$ cat src/rtl/debug_pkg.sv
// Shared types and field layout for the debug change-monitor record path.
package debug_pkg;

  localparam int REC_WIDTH     = 192;
  localparam int LINE_CNT_BITS = 8;

  // Status word field offsets
  localparam int DONE_BIT      = 0;
  localparam int REC_TOTAL_LSB = 64;
  localparam int LINES_LSB     = 128;

  typedef enum logic [2:0] {
    IDLE,
    FILL,
    ISSUE,
    STATUS,
    DONE
  } packer_state_t;

  // Records that fit in a line once the top byte is reserved for the record count.
  function automatic int recs_per_line(input int data_w, input int rec_w);
    return (data_w - LINE_CNT_BITS) / rec_w;
  endfunction

endpackage

$ cat src/rtl/debug_record_packer_if.sv
// Record FIFO read port plus memory write channel seen by the record packer.
interface debug_record_packer_if #(
  parameter int DATA_WIDTH = 512,
  parameter int ADDR_WIDTH = 64,
  parameter int REC_WIDTH  = debug_pkg::REC_WIDTH
);
  import debug_pkg::*;

  logic                  rec_empty;
  logic                  rec_re;
  logic                  rec_valid;
  logic [REC_WIDTH-1:0]  rec_data;

  logic                  wr_available;
  logic                  req_wr;
  logic [ADDR_WIDTH-1:0] wr_addr;
  logic [DATA_WIDTH-1:0] wr_data;

  modport master (
    input  rec_empty, rec_valid, rec_data, wr_available,
    output rec_re, req_wr, wr_addr, wr_data
  );

  modport slave (
    output rec_empty, rec_valid, rec_data, wr_available,
    input  rec_re, req_wr, wr_addr, wr_data
  );

endinterface

$ cat src/rtl/debug_record_packer.sv
// Packs upstream debug records into memory lines, then writes a closing status word.
// Latency: the last record of a full line reaches wr_data 2 cycles after its rec_valid.
// Backpressure: no FIFO read while the line is full or a write waits on wr_available.
module debug_record_packer #(
  parameter int DATA_WIDTH = 512,
  parameter int ADDR_WIDTH = 64,
  parameter int REC_WIDTH  = debug_pkg::REC_WIDTH
) (
  input  logic                  clk,
  input  logic                  rst,
  input  logic                  start,
  input  logic                  capture_done,
  input  logic [ADDR_WIDTH-1:0] output_address_in,
  input  logic [ADDR_WIDTH-1:0] status_address_in,
  debug_record_packer_if.master bus,
  output logic [ADDR_WIDTH-1:0] lines_written,
  output logic                  done
);
  import debug_pkg::*;

  localparam int RECS_PER_LINE = recs_per_line(DATA_WIDTH, REC_WIDTH);
  localparam int BUF_WIDTH     = RECS_PER_LINE * REC_WIDTH;
  localparam logic [LINE_CNT_BITS-1:0] SLOT_FULL = LINE_CNT_BITS'(RECS_PER_LINE);

  packer_state_t            state_q, state_d;
  logic [ADDR_WIDTH-1:0]    line_addr_q, line_addr_d;
  logic [ADDR_WIDTH-1:0]    status_addr_q, status_addr_d;
  logic [ADDR_WIDTH-1:0]    rec_total_q, rec_total_d;
  logic [ADDR_WIDTH-1:0]    lines_q, lines_d;
  logic [LINE_CNT_BITS-1:0] slot_q, slot_d;
  logic [BUF_WIDTH-1:0]     line_buf_q, line_buf_d;
  logic                     rd_pend_q, rd_pend_d;
  logic                     flush_pend_q, flush_pend_d;
  logic                     req_wr_q, req_wr_d;
  logic [ADDR_WIDTH-1:0]    wr_addr_q, wr_addr_d;
  logic [DATA_WIDTH-1:0]    wr_data_q, wr_data_d;
  logic                     done_q, done_d;
  logic                     rec_re_c;
  logic [DATA_WIDTH-1:0]    line_word;
  logic [DATA_WIDTH-1:0]    status_word;

  always_comb begin
    line_word = '0;
    line_word[BUF_WIDTH-1:0] = line_buf_q;
    line_word[DATA_WIDTH-1 -: LINE_CNT_BITS] = slot_q;
    status_word = '0;
    status_word[DONE_BIT] = 1'b1;
    status_word[REC_TOTAL_LSB +: ADDR_WIDTH] = rec_total_q;
    status_word[LINES_LSB +: ADDR_WIDTH]     = lines_q;
  end

  always_comb begin
    state_d       = state_q;
    line_addr_d   = line_addr_q;
    status_addr_d = status_addr_q;
    rec_total_d   = rec_total_q;
    lines_d       = lines_q;
    slot_d        = slot_q;
    line_buf_d    = line_buf_q;
    rd_pend_d     = rd_pend_q;
    flush_pend_d  = flush_pend_q;
    req_wr_d      = 1'b0;
    wr_addr_d     = wr_addr_q;
    wr_data_d     = wr_data_q;
    rec_re_c      = 1'b0;

    case (state_q)
      IDLE: begin
        if (start) begin
          line_addr_d   = output_address_in;
          status_addr_d = status_address_in;
          rec_total_d   = '0;
          lines_d       = '0;
          slot_d        = '0;
          line_buf_d    = '0;
          rd_pend_d     = 1'b0;
          flush_pend_d  = 1'b0;
          state_d       = FILL;
        end
      end
      FILL: begin
        rec_re_c = !bus.rec_empty && (slot_q < SLOT_FULL) && !rd_pend_q;
        if (rec_re_c) begin
          rd_pend_d = 1'b1;
        end
        if (bus.rec_valid) begin
          rd_pend_d = 1'b0;
          for (int i = 0; i < RECS_PER_LINE; i++) begin
            if (slot_q == LINE_CNT_BITS'(i)) begin
              line_buf_d[i*REC_WIDTH +: REC_WIDTH] = bus.rec_data;
            end
          end
          slot_d      = slot_q + LINE_CNT_BITS'(1);
          rec_total_d = rec_total_q + ADDR_WIDTH'(1);
        end
        // Jumping on the filling record itself keeps full-line latency at two cycles.
        if (slot_d == SLOT_FULL) begin
          state_d = ISSUE;
        end else if (flush_pend_q && bus.rec_empty && !rd_pend_q) begin
          state_d = (slot_q != '0) ? ISSUE : STATUS;
        end
      end
      ISSUE: begin
        if (bus.wr_available) begin
          req_wr_d    = 1'b1;
          wr_addr_d   = line_addr_q;
          wr_data_d   = line_word;
          line_addr_d = line_addr_q + ADDR_WIDTH'(1);
          lines_d     = lines_q + ADDR_WIDTH'(1);
          slot_d      = '0;
          line_buf_d  = '0;
          state_d     = FILL;
        end
      end
      STATUS: begin
        if (bus.wr_available) begin
          req_wr_d  = 1'b1;
          wr_addr_d = status_addr_q;
          wr_data_d = status_word;
          state_d   = DONE;
        end
      end
      DONE: begin
        state_d = DONE;
      end
      default: begin
        state_d = IDLE;
      end
    endcase

    if (capture_done && (state_q != IDLE) && (state_q != DONE)) begin
      flush_pend_d = 1'b1;
    end
    done_d = (state_d == DONE);
  end

  always_ff @(posedge clk) begin
    if (rst) begin
      state_q       <= IDLE;
      line_addr_q   <= '0;
      status_addr_q <= '0;
      rec_total_q   <= '0;
      lines_q       <= '0;
      slot_q        <= '0;
      line_buf_q    <= '0;
      rd_pend_q     <= 1'b0;
      flush_pend_q  <= 1'b0;
      req_wr_q      <= 1'b0;
      wr_addr_q     <= '0;
      wr_data_q     <= '0;
      done_q        <= 1'b0;
    end else begin
      state_q       <= state_d;
      line_addr_q   <= line_addr_d;
      status_addr_q <= status_addr_d;
      rec_total_q   <= rec_total_d;
      lines_q       <= lines_d;
      slot_q        <= slot_d;
      line_buf_q    <= line_buf_d;
      rd_pend_q     <= rd_pend_d;
      flush_pend_q  <= flush_pend_d;
      req_wr_q      <= req_wr_d;
      wr_addr_q     <= wr_addr_d;
      wr_data_q     <= wr_data_d;
      done_q        <= done_d;
    end
  end

  assign bus.rec_re     = rec_re_c;
  assign bus.req_wr     = req_wr_q;
  assign bus.wr_addr    = wr_addr_q;
  assign bus.wr_data    = wr_data_q;
  assign lines_written  = lines_q;
  assign done           = done_q;

endmodule

$ cat src/flat_wrapper.sv
// flat-port wrapper written by rule: the top's interface ports become plain ports
module debug_record_packer_flat import debug_pkg::*;
#(
  parameter int DATA_WIDTH = 512,
  parameter int ADDR_WIDTH = 64,
  parameter int REC_WIDTH  = debug_pkg::REC_WIDTH
)
  (clk, rst, start, capture_done, output_address_in, status_address_in, lines_written, done, bus_rec_empty, bus_rec_valid, bus_rec_data, bus_wr_available, bus_rec_re, bus_req_wr, bus_wr_addr, bus_wr_data);
  debug_record_packer_if #(.DATA_WIDTH(DATA_WIDTH), .ADDR_WIDTH(ADDR_WIDTH), .REC_WIDTH(REC_WIDTH)) bus_i ();
  input  logic clk;
  input  logic rst;
  input  logic start;
  input  logic capture_done;
  input  logic [ADDR_WIDTH-1:0] output_address_in;
  input  logic [ADDR_WIDTH-1:0] status_address_in;
  output logic [ADDR_WIDTH-1:0] lines_written;
  output logic done;
  input wire logic [$bits(bus_i.rec_empty)-1:0] bus_rec_empty;
  input wire logic [$bits(bus_i.rec_valid)-1:0] bus_rec_valid;
  input wire logic [$bits(bus_i.rec_data)-1:0] bus_rec_data;
  input wire logic [$bits(bus_i.wr_available)-1:0] bus_wr_available;
  output wire logic [$bits(bus_i.rec_re)-1:0] bus_rec_re;
  output wire logic [$bits(bus_i.req_wr)-1:0] bus_req_wr;
  output wire logic [$bits(bus_i.wr_addr)-1:0] bus_wr_addr;
  output wire logic [$bits(bus_i.wr_data)-1:0] bus_wr_data;
  assign bus_i.rec_empty = bus_rec_empty;
  assign bus_i.rec_valid = bus_rec_valid;
  assign bus_i.rec_data = bus_rec_data;
  assign bus_i.wr_available = bus_wr_available;
  assign bus_rec_re = bus_i.rec_re;
  assign bus_req_wr = bus_i.req_wr;
  assign bus_wr_addr = bus_i.wr_addr;
  assign bus_wr_data = bus_i.wr_data;
  debug_record_packer #(.DATA_WIDTH(DATA_WIDTH), .ADDR_WIDTH(ADDR_WIDTH), .REC_WIDTH(REC_WIDTH)) u_core (.clk(clk), .rst(rst), .start(start), .capture_done(capture_done), .output_address_in(output_address_in), .status_address_in(status_address_in), .bus(bus_i), .lines_written(lines_written), .done(done));
endmodule
$ cat config.mk
export PLATFORM = sky130hd
export DESIGN_NAME = debug_record_packer_flat
export DESIGN_NICKNAME = d
export VERILOG_FILES = /design/src/rtl/debug_pkg.sv /design/src/rtl/debug_record_packer_if.sv /design/src/rtl/debug_record_packer.sv /design/src/flat_wrapper.sv
export SDC_FILE = /design/constraint.sdc
export NUM_CORES = 2
export LEC_CHECK = 0
export CAP_MARGIN = 30
export CELL_PAD_IN_SITES_DETAIL_PLACEMENT = 0
export CELL_PAD_IN_SITES_GLOBAL_PLACEMENT = 1
export CORE_AREA = 2 2 374 376
export DETAILED_ROUTE_END_ITERATION = 8
export DIE_AREA = 0 0 376 378
export PLACE_DENSITY = 0.7
export SETUP_SLACK_MARGIN = 0.4
export SYNTH_ARGS = -nofsm -noshare
export SYNTH_HDL_FRONTEND = slang
export SYNTH_SLANG_ARGS = --single-unit
export TNS_END_PERCENT = 5
$ cat constraint.sdc
create_clock -name clk -period 3.2 [get_ports clk]
set_clock_uncertainty 0.2 [all_clocks]
set_input_delay 0.64 -clock clk [delete_from_list [all_inputs] [get_ports clk]]
set_output_delay 0.64 -clock clk [all_outputs]
set_load 0.1 [all_outputs]
==> results.yml <==
yosys:
  yosysTopAreaCellShare: 0.4932
  yosys.area_share.adder: 0.001665
  synthSimpleGateAreaFrac: 0.2418
  synth_compound_area_frac: 0.1762
  synth_edf_count: 0
  synthFlopType: "dfxtp_1"
  async_flop_share: 0
  synth_area_leaders: "dfxtp_1 (49%), a21oi_1 (11%), nand2_1 (6.9%)"
  ys_seq_elements: 1111
  synth_top_family_by_area: "simple AND/OR/NAND/NOR gates"
  synth_top_area_cell: "dfxtp_1"
  synthesis.area_um2: 45090
  synth.avg_cell_area_um2: 8.086
  synth_mux_area_frac: 0.0009156
  synth-xor-area-share: 0.02039
  ys_seq_area_frac: 0.4932
  yosysWarnings: 0
  synth_cell_types: 76
  syn_inst: 5577
worst_hold_path:
  holdPathStages: 3
  hold_end: "u_core.bus.wr_data[29]"
  min_from: "rst"
  hold_path.class: "in2reg"
clock_network:
  cts_root_buf: "clkbuf_16"
  tritoncts: "done"
  cts_buffers: 130
  clockBufferDepth: 3
  cts_sinks: 1111
  path_clk_slew_ns: 0.06
  cts_max_level: 4
  cts_hold_buf: 0
  clock_latency_ns: 0.76
worst_setup_path:
  ff2ff_setup_slack_ns: 0.51
  reg2reg_depth: 7
  r2r-start: "u_core.line_addr_q[21]"
  path_max_fanout: 4
  arrival_ns: 2.26
  worstPathRequired_ns: 2.36
  path_class: "reg2out"
  r2r_end: "u_core.line_addr_q[44]"
  cp-end-kind: "output pin"
  worstSetupStartpointType: "flip-flop"
detailed_routing:
  vias: 43375
  drc: 0
  drt-initial-drc-count: 3517
  post_drt_wl_per_cell_um: 21.95
  via_per_inst: 5.303
  firstDrtPassIters: 6
  antenna_left: 0
  drt_wl_total_mm: 179.6
global_route:
  grt_use_total: 0.2399
  grt-ovfl-total: 0
  grt_pass1_vias: 40553
  grt_max_degree: 217
  antenna_found_initial: 25
  grt_pass1_wl_mm: 263.0
final_layout:
  final_cell_mix: "dfxtp_1 (1,083), a21oi_1 (1,000), nand2_1 (827), buf_4 (671), nand3_1 (465)"
  area_growth_syn_to_layout_pct: 30.84
  final_nets: 6590
  layout_commonest_cell: "dfxtp_1"
  instances_no_fill: 8180
  stdcell_area_um2: 59000
  drive_gt1_frac: 0.1613
  nFillCells: 14020
sta:
  rsz0062_at_grt: "yes"
  max_freq_mhz: 322.9
  finalHoldViolCount: 0
  fin_crit_sh: 0.9677
  timing.final.ws_setup_ns: 0.1035
  timing.final.crit_period_ns: 3.097
  report.final.slew_viol_count: 0
  maxSlewHeadroom: 0.2295
  worst_pin_slew_ns: 1.156
  setup_violations: 0
place:
  place_inst: 7930
  globalplace.congestion: 0.8478
  dpl_cell_area_um2: 54460
  portBuffers: 849
  place_ws_ns: -0.08063
  dpl.hpwl_mm: 124.0
floorplanning:
  top_level_ports: 970
  fp.dieW_um: 376
  initial_utilization: 0.3256
  die_h_um: 378
  num_rows: 137
  core_um2: 138500
  dieArea_um2: 142100
status:
  status: "complete, no violations"
power:
  p_leak_uw: 0.02256
  fin_total_pwr_uw: 33560
  peakVddDrop_v: 0.0004590
  power.density_nw_per_um2: 568.8
flow_run:
  cap_violations: 0
timing repair:
action / CTS / global route
resized for setup: 6 / 19
pin swaps: 1 / 5
buffers inserted: 1 / 1
endpoints found under the setup margin: 261 / 56
routing by layer:
| metal | share of wire | GRT usage |
|---|---|---|
| met3 | 0.072 | 0.06177 |
| met5 | 0.00055 | 0 |
| met1 | 0.42 | 0.3022 |
| met2 | 0.48 | 0.3954 |
| met4 | 0.031 | 0.08528 |
synth_stat cells, types with 24 or more instances:
library cell	n
or3_1	34
and3_1	303
or4_1	24
buf_4	121
xor2_1	48
nand4_1	65
a21oi_1	1002
dfxtp_1	1111
clkbuf_1	433
buf_2	49
xnor2_1	57
nor3_1	55
nand2_1	829
inv_1	29
nor2_1	440
nand3_1	465
o221ai_1	192
o21ai_0	60
nor4_1	24
cell families after synthesis:
logic type,Yosys count
AND/OR/NAND/NOR,2319
AO/OA/AOI/OAI,1379
flip-flops,1111
buffers and inverters,652
XOR/XNOR,105
adder cells (fa/ha/maj),6
multiplexers,4
other,1
area by class of cell:
type / instances / area [um2] / area share
inverters: 30 / 120.1 / 0.002036
flip-flops and latches: 1111 / 22290 / 0.3778
clock buffers: 192 / 4043 / 0.06852
clock inverters: 42 / 360.3 / 0.006107
multi-input cells: 3933 / 20510 / 0.3476
repair buffers: 1051 / 9385 / 0.1591
well taps: 1807 / 2261 / 0.03832
diodes: 14 / 35.03 / 0.0005938
registers in the layout (all words and copies together) (netlist names), 3 cells and up:
name,count
u_core.bus.wr_data,392
u_core.line_buf_q,384
u_core.bus.wr_addr,64
u_core.line_addr_q,64
u_core.lines_written,64
u_core.rec_total_q,64
u_core.status_addr_q,64
u_core.slot_q,8
u_core.state_q,3
per-stage QoR:
stage | setup TNS, ns | hold WS, ns | util
4_1_cts | 0 | 0.1760 | 0.4252
6_report | 0 | 0.2161 | 0.4260
5_1_grt | -0.003495 | 0.1979 | 0.4260
2_1_floorplan | 0 | 0.2319 | -
3_3_place_gp | -0.2381 | 0.2373 | 0.3932
3_5_place_dp | -0.9198 | 0.2420 | 0.3932
power by group:
part	leakage (uW)	internal (uW)	switching, uW	total, uW
combinational	0.0114	1090	2760	3850
clock	0.00220	8950	6250	15200
sequential	0.00901	14200	292	14500
total	0.0226	24300	9300	33600
how the worst max path moves through the flow:
stage / start / endpoint / slack, ns / depth (start not counted)
floorplan: bus_rec_valid / u_core.rec_total_q[61] / 0.30 / 8
global placement: start / u_core.rec_total_q[52] / -0.04 / 8
detailed placement: start / u_core.rec_total_q[52] / -0.08 / 8
CTS: u_core.slot_q[4] / bus_rec_re / 0.04 / 4
global route: u_core.slot_q[4] / bus_rec_re / -0.003 / 4
finish: u_core.slot_q[4] / bus_rec_re / 0.10 / 4
worst max-delay path: stages (launching register included):
cell and delay, ns:
dfxtp_2 0.33, or4_4 0.53, nor3_4 0.21, and3_4 0.26, buf_12 0.18
Power figures use the tool's default switching activity.
